$ cat src/rtl/decoder_pkg.sv
// Shared types and helpers for the registered one-hot decoder.
// onehot() works at the widest legal select width; callers size-cast the result.
package decoder_pkg;

  localparam int N_MAX    = 6;
  localparam int OUTS_MAX = 2 ** N_MAX;

  typedef enum logic [1:0] {
    DIRECT = 2'b00,
    SCAN   = 2'b01,
    PULSE  = 2'b10,
    RSVD   = 2'b11
  } mode_e;

  typedef enum logic [2:0] {
    ST_IDLE       = 3'd0,
    ST_DIRECT     = 3'd1,
    ST_PULSE_WAIT = 3'd2,
    ST_PULSE_FIRE = 3'd3,
    ST_SCAN       = 3'd4
  } state_e;

  function automatic logic [OUTS_MAX-1:0] onehot(input logic [N_MAX-1:0] idx);
    return OUTS_MAX'(1) << idx;
  endfunction

endpackage

$ cat src/rtl/decoder_seq_if.sv
// Select handshake and decoded-output bundle for decoder_seq.
interface decoder_seq_if #(parameter int N = 3);
  localparam int OUTS = 2 ** N;

  logic            en;
  logic [1:0]      mode;
  logic [N-1:0]    sel;
  logic            sel_valid;
  logic            sel_ready;
  logic [OUTS-1:0] y;
  logic            y_valid;
  logic            wrap;

  modport master (
    output en, mode, sel, sel_valid,
    input  sel_ready, y, y_valid, wrap
  );

  modport slave (
    input  en, mode, sel, sel_valid,
    output sel_ready, y, y_valid, wrap
  );
endinterface

$ cat src/rtl/decoder_scan_ctr.sv
// Dwell counter and walking index for the scan mode of decoder_seq.
// step/wrap_p are combinational and announce the advance taken on the next edge.
module decoder_scan_ctr #(
  parameter int N     = 3,
  parameter int DWELL = 4
) (
  input  logic         clk,
  input  logic         rst_n,
  input  logic         clear,
  input  logic         run,
  output logic [N-1:0] index,
  output logic         step,
  output logic         wrap_p
);

  localparam int CW = $clog2(DWELL) + 1;
  localparam logic [CW-1:0] CNT_LAST = CW'(DWELL - 1);

  logic [CW-1:0] cnt;

  assign step   = run & (cnt == CNT_LAST);
  assign wrap_p = step & (index == {N{1'b1}});

  always_ff @(posedge clk or negedge rst_n) begin
    if (!rst_n) begin
      cnt   <= '0;
      index <= '0;
    end else if (clear) begin
      cnt   <= '0;
      index <= '0;
    end else if (run) begin
      if (step) begin
        cnt   <= '0;
        index <= index + 1'b1;
      end else begin
        cnt <= cnt + 1'b1;
      end
    end
  end

endmodule

$ cat src/rtl/decoder_seq.sv
// Registered N-to-2^N one-hot decoder with direct, pulse and scan modes.
//   state      | meaning
//   IDLE       | outputs cleared, waiting for en and a legal mode
//   DIRECT_S   | y follows last accepted sel, held
//   PULSE_WAIT | ready for a sel to strobe
//   PULSE_FIRE | strobe cycle, y clears next edge
//   SCAN_S     | autonomous walking one-hot, sel ignored
module decoder_seq #(
  parameter int N     = 3,
  parameter int DWELL = 4
) (
  input  logic         clk,
  input  logic         rst_n,
  decoder_seq_if.slave bus
);
  import decoder_pkg::*;

  localparam int OUTS = 2 ** N;

  localparam logic [2:0] IDLE       = 3'(ST_IDLE);
  localparam logic [2:0] DIRECT_S   = 3'(ST_DIRECT);
  localparam logic [2:0] PULSE_WAIT = 3'(ST_PULSE_WAIT);
  localparam logic [2:0] PULSE_FIRE = 3'(ST_PULSE_FIRE);
  localparam logic [2:0] SCAN_S     = 3'(ST_SCAN);

  logic [2:0]      state, state_nx;
  logic [OUTS-1:0] y_q, y_nx;
  logic            y_valid_q, wrap_q, wrap_nx;
  logic            mode_match, stay, accept;
  logic            scan_clear, scan_run, scan_step, scan_wrap;
  logic [N-1:0]    scan_index, index_nx;

  always_comb begin
    mode_match = 1'b0;
    case (state)
      DIRECT_S:               mode_match = (bus.mode == DIRECT);
      PULSE_WAIT, PULSE_FIRE: mode_match = (bus.mode == PULSE);
      SCAN_S:                 mode_match = (bus.mode == SCAN);
      default:                mode_match = 1'b0;
    endcase
  end

  assign stay          = bus.en & mode_match;
  // Ready reflects this cycle's mode, so a same-cycle mode change blocks the accept.
  assign bus.sel_ready = bus.en & (((state == DIRECT_S) & (bus.mode == DIRECT)) |
                                   ((state == PULSE_WAIT) & (bus.mode == PULSE)));
  assign accept        = bus.sel_valid & bus.sel_ready;

  assign scan_clear = (state != SCAN_S);
  assign scan_run   = (state == SCAN_S) & stay;
  assign index_nx   = scan_index + 1'b1;

  decoder_scan_ctr #(.N(N), .DWELL(DWELL)) u_scan_ctr (
    .clk    (clk),
    .rst_n  (rst_n),
    .clear  (scan_clear),
    .run    (scan_run),
    .index  (scan_index),
    .step   (scan_step),
    .wrap_p (scan_wrap)
  );

  always_comb begin
    state_nx = state;
    y_nx     = y_q;
    wrap_nx  = 1'b0;
    if (state == IDLE) begin
      y_nx = '0;
      if (bus.en) begin
        case (bus.mode)
          DIRECT: state_nx = DIRECT_S;
          PULSE:  state_nx = PULSE_WAIT;
          SCAN: begin
            state_nx = SCAN_S;
            y_nx     = OUTS'(1);
          end
          default: state_nx = IDLE;
        endcase
      end
    end else if (!stay) begin
      state_nx = IDLE;
      y_nx     = '0;
    end else begin
      case (state)
        DIRECT_S: if (accept) y_nx = OUTS'(onehot(N_MAX'(bus.sel)));
        PULSE_WAIT: if (accept) begin
          y_nx     = OUTS'(onehot(N_MAX'(bus.sel)));
          state_nx = PULSE_FIRE;
        end
        PULSE_FIRE: begin
          y_nx     = '0;
          state_nx = PULSE_WAIT;
        end
        SCAN_S: if (scan_step) begin
          y_nx    = OUTS'(onehot(N_MAX'(index_nx)));
          wrap_nx = scan_wrap;
        end
        default: state_nx = IDLE;
      endcase
    end
  end

  always_ff @(posedge clk or negedge rst_n) begin
    if (!rst_n) begin
      state     <= IDLE;
      y_q       <= '0;
      y_valid_q <= 1'b0;
      wrap_q    <= 1'b0;
    end else begin
      state     <= state_nx;
      y_q       <= y_nx;
      y_valid_q <= |y_nx;
      wrap_q    <= wrap_nx;
    end
  end

  assign bus.y       = y_q;
  assign bus.y_valid = y_valid_q;
  assign bus.wrap    = wrap_q;

endmodule

$ cat src/flat_wrapper.sv
// flat-port wrapper written by rule: the top's interface ports become plain ports
module decoder_seq_flat import decoder_pkg::*;
#(
  parameter int N     = 3,
  parameter int DWELL = 4
)
  (clk, rst_n, bus_en, bus_mode, bus_sel, bus_sel_valid, bus_sel_ready, bus_y, bus_y_valid, bus_wrap);
  decoder_seq_if #(.N(N)) bus_i ();
  input  logic clk;
  input  logic rst_n;
  input wire logic [$bits(bus_i.en)-1:0] bus_en;
  input wire logic [$bits(bus_i.mode)-1:0] bus_mode;
  input wire logic [$bits(bus_i.sel)-1:0] bus_sel;
  input wire logic [$bits(bus_i.sel_valid)-1:0] bus_sel_valid;
  output wire logic [$bits(bus_i.sel_ready)-1:0] bus_sel_ready;
  output wire logic [$bits(bus_i.y)-1:0] bus_y;
  output wire logic [$bits(bus_i.y_valid)-1:0] bus_y_valid;
  output wire logic [$bits(bus_i.wrap)-1:0] bus_wrap;
  assign bus_i.en = bus_en;
  assign bus_i.mode = bus_mode;
  assign bus_i.sel = bus_sel;
  assign bus_i.sel_valid = bus_sel_valid;
  assign bus_sel_ready = bus_i.sel_ready;
  assign bus_y = bus_i.y;
  assign bus_y_valid = bus_i.y_valid;
  assign bus_wrap = bus_i.wrap;
  decoder_seq #(.N(N), .DWELL(DWELL)) u_core (.clk(clk), .rst_n(rst_n), .bus(bus_i));
endmodule
$ cat config.mk
export PLATFORM = sky130hd
export DESIGN_NAME = decoder_seq_flat
export DESIGN_NICKNAME = d
export VERILOG_FILES = /design/src/rtl/decoder_pkg.sv /design/src/rtl/decoder_seq_if.sv /design/src/rtl/decoder_scan_ctr.sv /design/src/rtl/decoder_seq.sv /design/src/flat_wrapper.sv
export SDC_FILE = /design/constraint.sdc
export NUM_CORES = 1
export LEC_CHECK = 0
export CORE_MARGIN = 5
export CORE_UTILIZATION = 54
export DETAILED_ROUTE_END_ITERATION = 10
export GPL_TIMING_DRIVEN = 0
export PLACE_DENSITY = 0.79
export SLEW_MARGIN = 20
export SYNTH_ARGS = -nofsm -noshare
export SYNTH_HDL_FRONTEND = slang
export SYNTH_HIERARCHICAL = 1
export SYNTH_SLANG_ARGS = --single-unit
$ cat constraint.sdc
create_clock -name clk -period 3.1 [get_ports clk]
set_input_delay 0.62 -clock clk [delete_from_list [all_inputs] [get_ports clk]]
set_output_delay 0.62 -clock clk [all_outputs]
set_load 0.02 [all_outputs]
Yosys cells after proc, flatten, opt, wreduce, memory -nomap -nowiden
Cells that the tools add are included.

Flip-flop bits (word level): 19. Bits of input ports: 9. Logic and storage cells: 65.

Add/subtract/negate cells: 2. Equality and inequality tests: 12. Shift-type cells: 2. Muxes and demuxes: 24. Bitwise operators: 9. Reduce and logical (&&, ||, !) cells: 10.

Operators by type and width (number): 8-bit two-way mux (5); 3-bit two-way mux (10); 8-bit case mux with 3 select lines (1); 3-bit case mux with 3 select lines (2); 1-bit by 3-bit << shifter with 8-bit output (first input constant) (2); 3-bit by 2-bit == test with 1-bit output (second input constant) (3); 1-bit bitwise AND (8); 8-bit OR reduction (1); 3-bit by 1-bit adder with 3-bit output (second input constant) (2); 3-bit == test (second input constant) (2); 3-bit inequality test (second input constant) (2); 2-bit OR reduction (3); 1-bit two-way mux (5); 4-bit inequality test (second input constant) (1); 2-bit nonzero test (2); 3-bit by 1-bit == test with 1-bit output (second input constant) (1); 3-bit logical NOT (1); 1-bit case mux with 3 select lines (1); 3-bit AND reduction (1); 2-bit by 1-bit == test with 1-bit output (second input constant) (1); 2-bit == test (second input constant) (1); 2-bit logical NOT (1); 2-bit inequality test (second input constant) (1); 2-bit AND reduction (1); 1-bit OR (1).

Longest topological paths before layout
Word-level depth: 11. Mapped depth: 13. Gate-level depth less buffers: 11.

Modules after synthesis
Netlist, hierarchy kept.

By module, submodules not included: decoder_seq (times used 1, cells an instance 133, area each 1064.8 um^2, seq. area each 325.3 um^2); decoder_scan_ctr (times used 1, cells an instance 27, area each 320.3 um^2, seq. area each 150.1 um^2).

Least setup slack after synthesis
No wires, ideal clock.

Path kind: input to register. From: input port bus_mode[1]. To: register u_core.y_valid_q (netlist: u_core/bus.y_valid). Data arrival time: 2.683 ns. Data required time: 2.962 ns. Path slack: 0.278 ns. Stages: 12. Buffers on the path: 2. Path through: buf_2 -> and3b_1 -> nand2_1 -> inv_2 -> nand3b_4 -> inv_1 -> clkbuf_1 -> inv_1 -> a211oi_1 -> a31o_2 -> a31oi_1 -> or4_1.

Longest elaborated chain between the ends: 10.

Ends and longest elaborated chain: start: declaration (line flat_wrapper.sv:12) `input wire logic [$bits(bus_i.mode)-1:0] bus_mode;`; 2-bit by 1-bit == test with 1-bit output, or another cell as far along (line decoder_seq.sv:38) `SCAN_S: mode_match = (bus.mode == SCAN);`; 1-bit case mux with 3 select lines (*) (line decoder_seq.sv:35) `case (state)`; 1-bit bitwise AND (*) (line decoder_seq.sv:43) `assign stay = bus.en & mode_match;`; 1-bit bitwise AND (*) (line decoder_seq.sv:50) `assign scan_run = (state == SCAN_S) & stay;`; net u_core.scan_run (line decoder_seq.sv:30) `logic scan_clear, scan_run, scan_step, scan_wrap;`; 1-bit bitwise AND (*) (line decoder_scan_ctr.sv:21) `assign step = run & (cnt == CNT_LAST);`; net u_core.scan_step (line decoder_seq.sv:30); 8-bit two-way mux (*) (line decoder_seq.sv:94) `SCAN_S: if (scan_step) begin`; 8-bit case mux with 3 select lines (*) (line decoder_seq.sv:84) `case (state)`; 8-bit two-way mux (*) (line decoder_seq.sv:80) `end else if (!stay) begin`; 8-bit two-way mux (*) (line decoder_seq.sv:67) `if (state == IDLE) begin`; 8-bit OR reduction (*) (line decoder_seq.sv:112) `y_valid_q <= |y_nx;`; end signal: assignment (line decoder_seq.sv:112); end: declaration (line decoder_seq.sv:28) `logic y_valid_q, wrap_q, wrap_nx;`.

Mark *: on every way through the listed nets, which the timed path passes. The rest lies on a longest branch. A chain may end at the register's enable or synchronous reset.

Worst setup path in the final report
From: register u_core.state[2]. To: register u_core.y_valid_q (netlist: u_core/bus.y_valid).

Longest elaborated chain between the ends: 11.

Ends and longest elaborated chain: start: declaration (line decoder_seq.sv:26) `logic [2:0] state, state_nx;`; start signal: assignment (line decoder_seq.sv:110) `state <= state_nx;`; 3-bit by 2-bit == test with 1-bit output (line decoder_seq.sv:35); 2-bit OR reduction (line decoder_seq.sv:35); 1-bit case mux with 3 select lines (line decoder_seq.sv:35); 1-bit bitwise AND (line decoder_seq.sv:43); 1-bit bitwise AND (*) (line decoder_seq.sv:50); net u_core.scan_run (line decoder_seq.sv:30); 1-bit bitwise AND (*) (line decoder_scan_ctr.sv:21); net u_core.scan_step (line decoder_seq.sv:30); 8-bit two-way mux (*) (line decoder_seq.sv:94); 8-bit case mux with 3 select lines (*) (line decoder_seq.sv:84); 8-bit two-way mux (*) (line decoder_seq.sv:80); 8-bit two-way mux (*) (line decoder_seq.sv:67); 8-bit OR reduction (*) (line decoder_seq.sv:112).

Marks and branches as above.

==> summary.md <==
| Metric | Value |
|---|---|
| Fin. Hold Viols | `0` |
| Setup slack after layout | `250.5 ps` |
| Starting Density | `56.42%` |
| Clk pwr share | `25.5%` |
| Finished Cell Area | `0.001645 mm2` |
| N_diodes | `0` |
| Switching portion of total power | `30.90%` |
| Final setup viols | `0` |
| Layout area overhead | `18.79%` |
| Pre-CTS setup slack | `-627.3 ps` |
| HPWL after detailed placement | `2.471 mm` |
| Total GRT Usage | `20.19%` |
| Sequential fraction of the synthesis area | `34.33%` |
| Final core occ | `67.02%` |
| Number of H-tree levels | `1` |
| Most frequent cells in the layout | `nor2_1, dfrtp_1, clkdlybuf4s50_1` |
| Critical path cell sequence | `buf_2 -> nor3b_4 -> nand2_2 -> inv_4 -> nand3b_4 -> inv_1 -> clkbuf_4 -> nor2b_1 -> o21ai_0 -> o31ai_1 -> a31oi_2 -> a31oi_1 -> or4_1` |
| Fraction of layout cells with a size suffix above 1 | `15.47%` |
| CTS Sinks | `19` |
| CP startpoint kind | `flip-flop` |
| Worst min path class | `reg2reg` |
| Die ar. | `0.003678 mm2` |
| Post-synth top area share | `34.33%` |
| Comb power frac | `22.6%` |
| Crit Path Max Fanout | `10` |
| Critical path required time | `3280 ps` |
| Worst slew margin | `42.57%` |
| Vias per cell | `6.194` |
| First-pass GRT wire length | `5.616 mm` |
| Critical path capture point type | `flip-flop` |
| TritonCTS Buffers | `3` |
| RSZ-0062 raised after global routing | `no` |
| FP Rows | `18` |
| Status | `complete, no violations` |
| Max layer used | `met4` |
| Int Pwr | `0.3464 mW` |
| Die Height | `60.65 um` |
| Slew @ Worst Pin | `858.8 ps` |
| Die X | `60.65 um` |
| Clk Latency, worst-skew pair | `300 ps` |
| WP data arrival | `3030 ps` |
| Synth Flop Type | `dfrtp_1` |
| Worst path top cell family by delay | `simple AND/OR/NAND/NOR gates` |
| Post-synth net total | `172` |
| Core box area | `0.002455 mm2` |
| Cell Count, Final, Fillers Out | `211` |
| DRT iter0 DRCs | `80` |
| Pwr/cell area | `304.7 mW/mm2` |
| Antenna violations before repair | `0` |
| Yosys reg bits | `19` |
| Yosys top cell by area | `dfrtp_1` |
| Clk slew on worst S/H paths | `110 ps` |
| Via count | `1307` |
| Port bufs | `17` |
| Net Switching | `0.1549 mW` |
| Fin crit share | `91.92%` |
| Largest net degree at the start of global routing | `20` |
| # IOs | `20` |
| Mapped Cells | `160` |
| Flop pwr share | `51.8%` |
| Maximum VDD drop | `0.3011 mV` |
| CP max stage cell | `nor3b_4` |
| Met2 routed WL | `1.715 mm` |
| Vias in the first global route | `1295` |
| Setup Skew | `3.401 ps` |
| CTS Hold Buffers Added | `0` |
| CP peak stage delay | `410 ps` |
| Syn_area_per_cell | `8.657 um2` |
| Antenna Nets Post-Route | `0` |
| TritonCTS clock tree | `done` |
| Leak Pwr | `0.7507 nW` |
| Max Cap Viol | `0` |
| WP buf/inv | `4` |
| Met3 wire len | `167 um` |
| Distinct cells, synth | `49` |
| NumNets Final | `194` |
| Placement Cell Area | `0.001593 mm2` |
| Placed insts | `207` |
| Setup CP Type | `reg2reg` |
| Final Routed Wirelength | `3.319 mm` |
| Grt total ovfl | `0` |
| Drt first pass iters | `4` |
| WL/cell | `15.73 um` |
| Slew Viols, Final | `0` |
| CTS root buffer | `clkbuf_4` |
| Remaining routing DRC violations | `0` |
| Gpl congestion | `0.9405` |
| Number of flops mapped to enable cells by yosys | `0` |
| Synthesized area | `0.001385 mm2` |
| M1 WL | `1.375 mm` |
| Clock Tree Buf Depth | `2` |
| Top cells by area, synth | `dfrtp_1, nor2_1, a21oi_1` |
| Ys async rst share | `100.0%` |
| TNS Setup | `0 ps` |
| Peak Freq | `0.3509 GHz` |
| Min Clock Period, post-route | `2850 ps` |
| Synth warnings | `6` |
| Commonest non-fill, non-tap cell in the layout | `nor2_1` |
[synthesized netlist by cell type, types with 2 or more instances]
cell type and instances:
or4_1 2, nand3b_1 3, nor3b_4 2, o21ai_0 6, o211ai_1 2, nor3_1 2, inv_2 3, nor4_1 3
and2b_1 2, or2_2 2, dfrtp_1 19, nor2_2 2, and3b_1 4, inv_1 4, ha_1 3, a32oi_1 3
o32ai_1 2, a21oi_1 13, mux2i_1 3, nand2b_1 2, nor2_1 23, o31ai_1 3, buf_2 3, and4b_1 2
xnor2_1 2, clkbuf_1 3, o21ai_1 3, nor2b_1 2, nand2_1 13, nand3_1 2, a31oi_1 4
[timing repair]
action	CTS	global route
endpoints found under the setup margin	2	2
hold endpoints to repair	0	0
setup buffers	0	0
resized for setup	6	5
[state kept, by name, summed over array words and instances, names as in the netlist]
name,cells
u_core/bus.wrap,1
u_core/u_scan_ctr/index,3
u_core/bus.y,8
u_core/state,3
u_core/u_scan_ctr/cnt,3
u_core/bus.y_valid,1
[cells by family (layout without fill, tap and decap cells)]
kind of cell | count (synthesis) | after routing | share of synthesized area [%]
AOI/OAI and AO/OA | 44 | 44 | 22.13
muxes | 3 | 3 | 2.168
xor gates and xnor gates | 3 | 3 | 1.897
and+or+nand+nor | 73 | 73 | 31.62
buffers and inverters | 15 | 36 | 5.148
adders and majority gates | 3 | 3 | 2.710
DFF | 19 | 19 | 34.33
[power groups by stage]
| stage | clock, mW | sequential, mW | combinational (mW) |
|---|---|---|---|
| 6_report | 0.128 | 0.260 | 0.113 |
| 5_1_grt | 0.142 | 0.261 | 0.124 |
| 4_1_cts | 0.135 | 0.260 | 0.112 |
| 3_5_place_dp | 0 | 0.265 | 0.110 |
| 3_3_place_gp | 0 | 0.264 | 0.106 |
| 2_1_floorplan | 0 | 0.267 | 0.0687 |
[path summary, 6_finish.rpt]
check	depth (start not counted)	slack, ps	end	from
setup / recovery	13	250	u_core/bus.y_valid	u_core/state[2]
hold / removal	2	540	u_core/u_scan_ctr/cnt[1]	u_core/u_scan_ctr/cnt[1]
setup reg to reg	13	250	u_core/bus.y_valid	u_core/state[2]
hold reg to reg	2	540	u_core/u_scan_ctr/cnt[1]	u_core/u_scan_ctr/cnt[1]
max in group asynchronous	1	1780	u_core/bus.y[7]	rst_n
min in group asynchronous	1	790	u_core/u_scan_ctr/cnt[2]	rst_n
[metal layers]
| metal | track usage, % | vias to the layer above |
|---|---|---|
| li1 | - | 631 |
| met1 | 24.24 | 635 |
| met2 | 35.11 | 33 |
| met3 | 2.979 | 8 |
| met4 | 9.907 | 0 |
| met5 | 0 | - |
[through the flow]
step | hold slack, ps | total power, mW
6_report | 543.9 | 0.5013
5_1_grt | 577.9 | 0.5269
4_1_cts | 549.3 | 0.5068
3_5_place_dp | 523.1 | 0.3743
3_3_place_gp | 510.3 | 0.3708
2_1_floorplan | 324.4 | 0.3352
[cell type report]
type                    count  area, um2
inverters                   7      28.78
clock buffers               3      22.52
plain buffers               8      55.05
repair buffers             17      175.2
multi-input cells         126      845.8
fillers                   195      809.5
well taps                  30      37.54
clock inverters             1      5.005
flip-flops and latches     19      475.5
[worst register-to-register path, cell delays in order (launching register included)]
cell      delay [ps]
dfrtp_1          350
buf_2            210
nor3b_4          420
nand2_2          150
inv_4            140
nand3b_4         120
inv_1            100
clkbuf_4         190
nor2b_1           60
o21ai_0          190
o31ai_1          110
a31oi_2          180
a31oi_1          100
or4_1            410
No activity file was read; power rests on OpenSTA's default activity.
